**src/rtl/sddt_cmd_decoder.sv**
```systemverilog
// Command-stream consumer: pops 128-bit command words and turns each one into a registered
// DDR4 command, a timed WAIT, a NOP or a dropped illegal word, with status counters.
module sddt_cmd_decoder #(
  parameter int unsigned CMD_WIDTH  = 128,
  parameter int unsigned BG_WIDTH   = 2,
  parameter int unsigned BANK_WIDTH = 2,
  parameter int unsigned ROW_WIDTH  = 17,
  parameter int unsigned COL_WIDTH  = 10,
  parameter int unsigned CNT_WIDTH  = 16
) (
  input  logic                  axi_aclk,
  input  logic                  axi_aresetn,
  input  logic [CMD_WIDTH-1:0]  S_AXIS_CMD_tdata,
  input  logic                  S_AXIS_CMD_tvalid,
  output logic                  S_AXIS_CMD_tready,
  output logic                  ddr_valid,
  input  logic                  ddr_ready,
  output logic                  ddr_act,
  output logic                  ddr_pre,
  output logic                  ddr_pall,
  output logic                  ddr_read,
  output logic                  ddr_write,
  output logic                  ddr_ref,
  output logic                  ddr_ap,
  output logic [BG_WIDTH-1:0]   ddr_bg,
  output logic [BANK_WIDTH-1:0] ddr_bank,
  output logic [ROW_WIDTH-1:0]  ddr_row,
  output logic [COL_WIDTH-1:0]  ddr_col,
  output logic                  busy,
  output logic                  err,
  output logic [7:0]            err_opcode,
  output logic [CNT_WIDTH-1:0]  cmd_count
);

  typedef enum logic [1:0] {StIdle, StHold, StWait} state_e;

  localparam logic [7:0] OpAct  = 8'h01;
  localparam logic [7:0] OpPre  = 8'h02;
  localparam logic [7:0] OpPrea = 8'h03;
  localparam logic [7:0] OpRd   = 8'h04;
  localparam logic [7:0] OpWr   = 8'h05;
  localparam logic [7:0] OpRef  = 8'h06;
  localparam logic [7:0] OpWait = 8'h07;

  state_e                state_q, state_d;
  logic                  valid_q, valid_d;
  // Type strobes, bit 0..5 = ACT, PRE, PREA, RD, WR, REF.
  logic [5:0]            type_q, type_d;
  logic                  ap_q, ap_d;
  logic [BG_WIDTH-1:0]   bg_q, bg_d;
  logic [BANK_WIDTH-1:0] bank_q, bank_d;
  logic [ROW_WIDTH-1:0]  row_q, row_d;
  logic [COL_WIDTH-1:0]  col_q, col_d;
  logic [31:0]           wait_cnt_q, wait_cnt_d;
  logic                  err_q, err_d;
  logic [7:0]            err_op_q, err_op_d;
  logic [CNT_WIDTH-1:0]  count_q, count_d;

  logic [7:0]  opcode;
  logic [31:0] wait_n;
  logic        is_ddr, is_legal, is_wait, accept;
  logic [5:0]  type_dec;
  logic        unused_tdata;

  assign opcode   = S_AXIS_CMD_tdata[127:120];
  assign wait_n   = S_AXIS_CMD_tdata[31:0];
  assign is_ddr   = (opcode >= OpAct) && (opcode <= OpRef);
  assign is_legal = (opcode <= OpWait);
  assign is_wait  = (opcode == OpWait) && (wait_n != 32'd0);
  // Reserved bits of the command word are deliberately ignored.
  assign unused_tdata = ^S_AXIS_CMD_tdata;

  assign S_AXIS_CMD_tready = (state_q == StIdle) || ((state_q == StHold) && ddr_ready);
  assign accept            = S_AXIS_CMD_tvalid && S_AXIS_CMD_tready;

  always_comb begin
    type_dec = 6'b000000;
    case (opcode)
      OpAct:   type_dec = 6'b000001;
      OpPre:   type_dec = 6'b000010;
      OpPrea:  type_dec = 6'b000100;
      OpRd:    type_dec = 6'b001000;
      OpWr:    type_dec = 6'b010000;
      OpRef:   type_dec = 6'b100000;
      default: type_dec = 6'b000000;
    endcase
  end

  always_comb begin
    state_d    = state_q;
    valid_d    = valid_q;
    type_d     = type_q;
    ap_d       = ap_q;
    bg_d       = bg_q;
    bank_d     = bank_q;
    row_d      = row_q;
    col_d      = col_q;
    wait_cnt_d = wait_cnt_q;
    err_d      = err_q;
    err_op_d   = err_op_q;
    count_d    = count_q;

    unique case (state_q)
      StHold: begin
        if (ddr_ready) begin
          state_d = StIdle;
          valid_d = 1'b0;
          type_d  = 6'b000000;
        end
      end
      StWait: begin
        wait_cnt_d = wait_cnt_q - 32'd1;
        if (wait_cnt_q == 32'd1) state_d = StIdle;
      end
      default: ;
    endcase

    // A new word overrides the drain above, giving back-to-back reloads in HOLD.
    if (accept) begin
      count_d = count_q + 1'b1;
      if (is_ddr) begin
        state_d = StHold;
        valid_d = 1'b1;
        type_d  = type_dec;
        ap_d    = S_AXIS_CMD_tdata[119] && ((opcode == OpRd) || (opcode == OpWr));
        bg_d    = S_AXIS_CMD_tdata[112 +: BG_WIDTH];
        bank_d  = S_AXIS_CMD_tdata[108 +: BANK_WIDTH];
        row_d   = S_AXIS_CMD_tdata[64 +: ROW_WIDTH];
        col_d   = S_AXIS_CMD_tdata[32 +: COL_WIDTH];
      end else if (is_wait) begin
        state_d    = StWait;
        wait_cnt_d = wait_n;
      end else if (!is_legal) begin
        err_d = 1'b1;
        if (!err_q) err_op_d = opcode;
      end
    end
  end

  always_ff @(posedge axi_aclk or negedge axi_aresetn) begin
    if (!axi_aresetn) begin
      state_q    <= StIdle;
      valid_q    <= 1'b0;
      type_q     <= '0;
      ap_q       <= 1'b0;
      bg_q       <= '0;
      bank_q     <= '0;
      row_q      <= '0;
      col_q      <= '0;
      wait_cnt_q <= '0;
      err_q      <= 1'b0;
      err_op_q   <= '0;
      count_q    <= '0;
    end else begin
      state_q    <= state_d;
      valid_q    <= valid_d;
      type_q     <= type_d;
      ap_q       <= ap_d;
      bg_q       <= bg_d;
      bank_q     <= bank_d;
      row_q      <= row_d;
      col_q      <= col_d;
      wait_cnt_q <= wait_cnt_d;
      err_q      <= err_d;
      err_op_q   <= err_op_d;
      count_q    <= count_d;
    end
  end

  assign ddr_valid  = valid_q;
  assign ddr_act    = type_q[0];
  assign ddr_pre    = type_q[1];
  assign ddr_pall   = type_q[2];
  assign ddr_read   = type_q[3];
  assign ddr_write  = type_q[4];
  assign ddr_ref    = type_q[5];
  assign ddr_ap     = ap_q;
  assign ddr_bg     = bg_q;
  assign ddr_bank   = bank_q;
  assign ddr_row    = row_q;
  assign ddr_col    = col_q;
  assign busy       = (state_q != StIdle);
  assign err        = err_q;
  assign err_opcode = err_op_q;
  assign cmd_count  = count_q;

endmodule

```
**config.mk**
```make
export PLATFORM = sky130hd
export DESIGN_NAME = sddt_cmd_decoder
export DESIGN_NICKNAME = d
export VERILOG_FILES = /design/src/rtl/sddt_cmd_decoder.sv
export SDC_FILE = /design/constraint.sdc
export NUM_CORES = 1
export LEC_CHECK = 0
export ABC_AREA = 1
export CAP_MARGIN = 20
export CORE_MARGIN = 1.5
export CORE_UTILIZATION = 48
export CTS_BUF_LIST = sky130_fd_sc_hd__clkbuf_16
export CTS_CLUSTER_SIZE = 40
export DETAILED_ROUTE_END_ITERATION = 12
export GPL_TIMING_DRIVEN = 0
export PLACE_DENSITY = 0.86
export SYNTH_ARGS = -nofsm -noshare
export SYNTH_HDL_FRONTEND = slang
export SYNTH_SLANG_ARGS = --single-unit
```
**constraint.sdc**
```tcl
create_clock -name axi_aclk -period 3.25 [get_ports axi_aclk]
set_input_delay 0.8125 -clock axi_aclk [delete_from_list [all_inputs] [get_ports axi_aclk]]
set_output_delay 0.8125 -clock axi_aclk [all_outputs]
set_load 0.005 [all_outputs]
```
== After elaboration in Yosys (flattened, before gate mapping) ==
Index checks and enable logic that the tools add are counted.

* $add $sub $neg: 2
* $lt $le $gt $ge: 3
* Eq/ne operators: 10
* Multiplexer cells: 19
* Bitwise gates (word level): 4
* Reductions and logical operators: 13

{| class="wikitable"
|+ Operators by type and width
! operator !! number
|-
| 2-to-1 mux 32 bit || 4
|-
| case mux 6 bit (6 select lines) || 1
|-
| == test 32 x 1 -> 1 bit (second input constant) || 1
|-
| == test 8 x 3 -> 1 bit (second input constant) || 4
|-
| nonzero test 32 bit || 1
|-
| subtractor 32 x 1 -> 32 bit (second input constant) || 1
|-
| 2-to-1 mux 6 bit || 4
|-
| adder 16 x 1 -> 16 bit (second input constant) || 1
|-
| == test 8 x 2 -> 1 bit (second input constant) || 2
|-
| less-or-equal comparator 8 x 3 -> 1 bit (second input constant) || 2
|-
| 2-to-1 mux 2 bit || 5
|-
| == test 8 x 1 -> 1 bit (second input constant) || 1
|-
| greater-or-equal comparator 8 x 1 -> 1 bit (second input constant) || 1
|-
| logical AND 1 bit || 5
|-
| AND reduction 5 bit || 1
|-
| 2-to-1 mux 1 bit || 4
|-
| inverter 1 bit || 4
|-
| case mux 2 bit (2 select lines) || 1
|-
| AND reduction 4 bit || 1
|-
| == test 2 x 1 -> 1 bit (second input constant) || 1
|-
| == test 2 bit (second input constant) || 1
|-
| logical NOT 2 bit || 1
|-
| logical OR 1 bit || 2
|-
| AND reduction 2 bit || 1
|-
| nonzero test 2 bit || 1
|}

* Bits in registers: 98
* Bits of input ports: 132
* Output and inout bits: 66
* Word-level logic and storage cells: 63

== Logic depth before layout (Yosys ltp) ==
* Depth after elaboration: 6
* Gate-level depth with buffers: 14
* Depth with buffers taken out: 14

== Worst setup path after synthesis ==
No wires, ideal clock.

* Kind: in2reg
* From: input port S_AXIS_CMD_tdata[127]
* To: register err_op_q[5] (netlist: err_opcode[5])
* Setup time: 0.125 ns
* Arrival: 1.742 ns
* Data required time: 3.125 ns
* Setup slack: 1.383 ns
* Stages on the path: 7
* Path buffers: 1
* Cells stage by stage: nor2_1 -> nand2_2 -> nor2_4 -> nor2_4 -> nand2_2 -> buf_6 -> mux2_2

* Longest elaborated chain between the ends: 4
* Elaborated cells on any way between the ends: 10
* Classes of those cells: order compare: 3; eq/ne: 1; bitwise: 3; reduce/logical: 3

{| class="wikitable"
|+ Ends and longest elaborated chain
! element !! RTL line !! source
|-
| from (decl) || 13 || <nowiki>input logic [CMD_WIDTH-1:0] S_AXIS_CMD_tdata,</nowiki>
|-
| greater-or-equal comparator 8 x 1 -> 1 bit, or another cell as far along || 67 || <nowiki>assign is_ddr = (opcode >= OpAct) && (opcode <= OpRef);</nowiki>
|-
| logical AND 1 bit, on equally long branches || 67, 69 ||
|-
| inverter 1 bit (no line) || - ||
|-
| AND reduction 5 bit (no line) (*) || - ||
|-
| to (signal assigned) || 165 || <nowiki>err_op_q <= err_op_d;</nowiki>
|-
| to (decl) || 56 || <nowiki>logic [7:0] err_op_q, err_op_d;</nowiki>
|}

Every way passes the cells marked *; elsewhere a longest branch is shown, timed or not.
A chain may end at the register's enable or synchronous reset.

== Worst setup path in the final report ==
* From: input port ddr_ready
* To: output port S_AXIS_CMD_tready

* Longest elaborated chain between the ends: 2

{| class="wikitable"
|+ Ends and longest elaborated chain
! element !! RTL line !! source
|-
| from (decl) || 17 || <nowiki>input logic ddr_ready,</nowiki>
|-
| logical AND 1 bit || 73 || <nowiki>assign S_AXIS_CMD_tready = (state_q == StIdle) || ((state_q == StHold) && ddr_ready);</nowiki>
|-
| logical OR 1 bit || 73 ||
|-
| to (decl) || 15 || <nowiki>output logic S_AXIS_CMD_tready,</nowiki>
|}

No other way between the ends.

==> summary.md <==
| Metric | Value |
|---|---|
| Initial DRC Count | `394` |
| PD cells | `531 nW/um^2` |
| Startpoint types | `primary input` |
| Clock Sinks | `98` |
| Post-DP HPWL | `10300 um` |
| H-tree levels | `3` |
| CTS tree | `done` |
| Vias | `4838` |
| Synth Flop Type | `dfrtp_1` |
| Setup Fix Bufs, Post-CTS | `0` |
| Synth top area share | `0.472` |
| Global-route wire length before repair | `23000 um` |
| Total grt overflow | `0` |
| VDD IR max | `0.000396 V` |
| P&R area growth vs syn | `36.4%` |
| Syn nets | `789` |
| Placer Congestion | `0.944` |
| Most common cell in the synthesized netlist | `nand2_1` |
| Final slew viol count | `0` |
| Critical Path RT | `2.44 ns` |
| Number of port buffers | `141` |
| Final Hold Fails | `0` |
| Total CTS buffers | `9` |
| Crit Path Category | `in -> out` |
| Core region area | `10400 um^2` |
| Leakage power | `3.45 nW` |
| Initial core utilization | `0.498` |
| Worst reg2reg path startpoint | `state_q[0]` |
| Max Freq | `350 MHz` |
| MaxCap Viol Count | `0` |
| Worst skew pair latency | `0.35 ns` |
| Synth area leaders | `dfrtp_1, nand2_1, nor2_1` |
| Initial antenna violation count | `0` |
| Setup crit end kind | `output pin` |
| Outcome | `finished, final reports clean` |
| Data arrival time of the critical path | `2.05 ns` |
| # DRC | `0` |
| RSZ-0062 raised after global routing | `false` |
| Post-Layout Cell Count | `944` |
| Overall routing resource usage | `0.259` |
| Tcrit/Tclk final | `0.880` |
| Top cells by count, synth | `nand2_1, dfrtp_1, nor2_1, inv_1, nand3_1` |
| Final worst setup slack | `0.390 ns` |
| Area occupied by multi-input gates | `2360 um^2` |
| Register-to-register setup slack | `1.26 ns` |
| Final Util | `0.680` |
| Largest net degree at the start of global routing | `54` |
| Die area | `11400 um^2` |
| Antenna viol nets, final | `0` |
| Final setup fails | `0` |
| Diode count | `0` |
| Syn_area_per_cell | `7.97 um^2` |
| Routed WL | `14100 um` |
| Root Buffer | `clkbuf_16` |
| Sequential area share after synthesis | `0.472` |
| Count of state elements after synthesis | `98` |
| Post-synthesis async set-or-reset flop share | `1.00` |
| Fin Hold WS | `0.469 ns` |
| Post-synth cell types | `33` |
| Setup_tns | `0 ns` |
| Post-Place Worst Slack | `0.390 ns` |
| Final-stage net count | `942` |
| Placed insts | `929` |
| Slew of the pin with the lowest slew margin | `0.632 ns` |
| Relative slew margins | `0.579` |
| Number of synthesized flops with an enable pin | `0` |
| Resized cells post-CTS | `0` |
| Hold crit path type | `in -> async` |
| Fill count | `811` |
| DRT Pass-1 Iters | `4` |
| Clk slew on worst S/H paths | `0.07 ns` |
| Crit-path max FO | `8` |
| Cell Area, Synth | `5190 um^2` |
| Final Critical Period | `2.86 ns` |
| Critical R2R Capture | `wait_cnt_q[21]` |
| Cell taking the most area after synthesis | `dfrtp_1` |
| Register area | `2450 um^2` |
| Routed len/inst | `14.9 um` |
| Layout cell share with drive strength beyond 1 | `0.0941` |
| Syn. warnings | `0` |
| Final clock skew | `0.00772 ns` |
| Via/cell ratio | `5.13` |
| Cells after Synth | `651` |
| # hold bufs at CTS | `0` |
| Std cell rows | `37` |
| Number of global-route vias before repair | `4932` |
| Worst reg2reg path depth | `11` |
| Clock Path Buffers | `2` |
| Die H | `107 um` |
| DIE WIDTH | `107 um` |
| I/O pin count | `198` |
==> area by class of cell <==
class,count,area share
flip-flops and latches,98,0.346
multi-input cells,474,0.333
repair buffers,142,0.203
inverters,64,0.0343
clock buffers,9,0.0318
well taps,136,0.0240
plain buffers,15,0.0198
clock inverters,6,0.00830
==> sequential cells by signal, indices dropped and copies added, names as in the netlist <==
signal / count
ddr_ap: 1
state_q: 2
cmd_count: 16
ddr_col: 10
err_opcode: 8
ddr_bank: 2
err: 1
ddr_bg: 2
ddr_valid: 1
wait_cnt_q: 32
ddr_row: 17
type_q: 6
==> worst max-delay path by stage <==
stage | to | from | depth (start not counted) | slack (ns)
after floorplan | err_opcode[5] | S_AXIS_CMD_tdata[127] | 7 | 1.38
after global placement | ddr_row[2] | axi_aresetn | 1 | -2.20
final | S_AXIS_CMD_tready | ddr_ready | 4 | 0.39
after CTS | S_AXIS_CMD_tready | ddr_ready | 4 | 0.39
after detailed placement | S_AXIS_CMD_tready | ddr_ready | 4 | 0.39
after global routing | S_AXIS_CMD_tready | ddr_ready | 4 | 0.33
==> logic make-up (layout without fill, tap and decap cells) <==
kind of cell / count (synthesis) / after routing / share of synthesized area
adder cells (fa/ha/maj): 6 / 6 / 0.0145
multiplexers: 4 / 4 / 0.00868
XOR/XNOR: 31 / 31 / 0.0523
flip-flops: 98 / 98 / 0.472
buffers and inverters: 79 / 236 / 0.0738
AND/OR/NAND/NOR: 404 / 404 / 0.347
AO/OA/AOI/OAI: 29 / 29 / 0.0318
==> placed cells by master, fill, tap and decap left out, drive strengths merged <==
cell / instances
buf: 17
nor3: 9
inv: 64
a21boi: 1
mux2: 4
xor2: 19
nand3: 39
clkinv: 4
xnor2: 12
o21ai: 20
clkdlybuf4s50: 140
nand2: 251
nor2: 81
ha: 6
dfrtp: 98
clkinvlp: 1
o21bai: 4
o31ai: 3
a21oi: 1
nand4: 20
bufinv: 1
clkbuf: 9
nand3b: 3
or2: 1
==> through the flow <==
step	power (mW)	area [um^2]
3_5_place_dp	2.73	6800
5_1_grt	3.97	7080
3_3_place_gp	2.67	6770
2_1_floorplan	2.13	5190
6_report	3.76	7080
4_1_cts	3.79	7080
==> where the power goes <==
group / switching [mW] / internal [mW]
registers: 0.204 / 1.44
clock network: 0.454 / 0.587
logic: 0.504 / 0.574
total: 1.16 / 2.60
==> worst max-delay path, cell delays in order <==
cell and delay (ns):
clkdlybuf4s50_1 0.49, nand2_2 0.14, nand2_4 0.10, clkdlybuf4s50_1 0.50
==> per-layer routing <==
layer	GRT usage	vias to the layer above	share of wire
li1	-	2342	-
met1	0.306	2287	0.40
met2	0.444	175	0.51
met3	0.0717	34	0.070
met4	0.105	0	0.026
met5	0	-	0
Power figures use the tool's default switching activity.
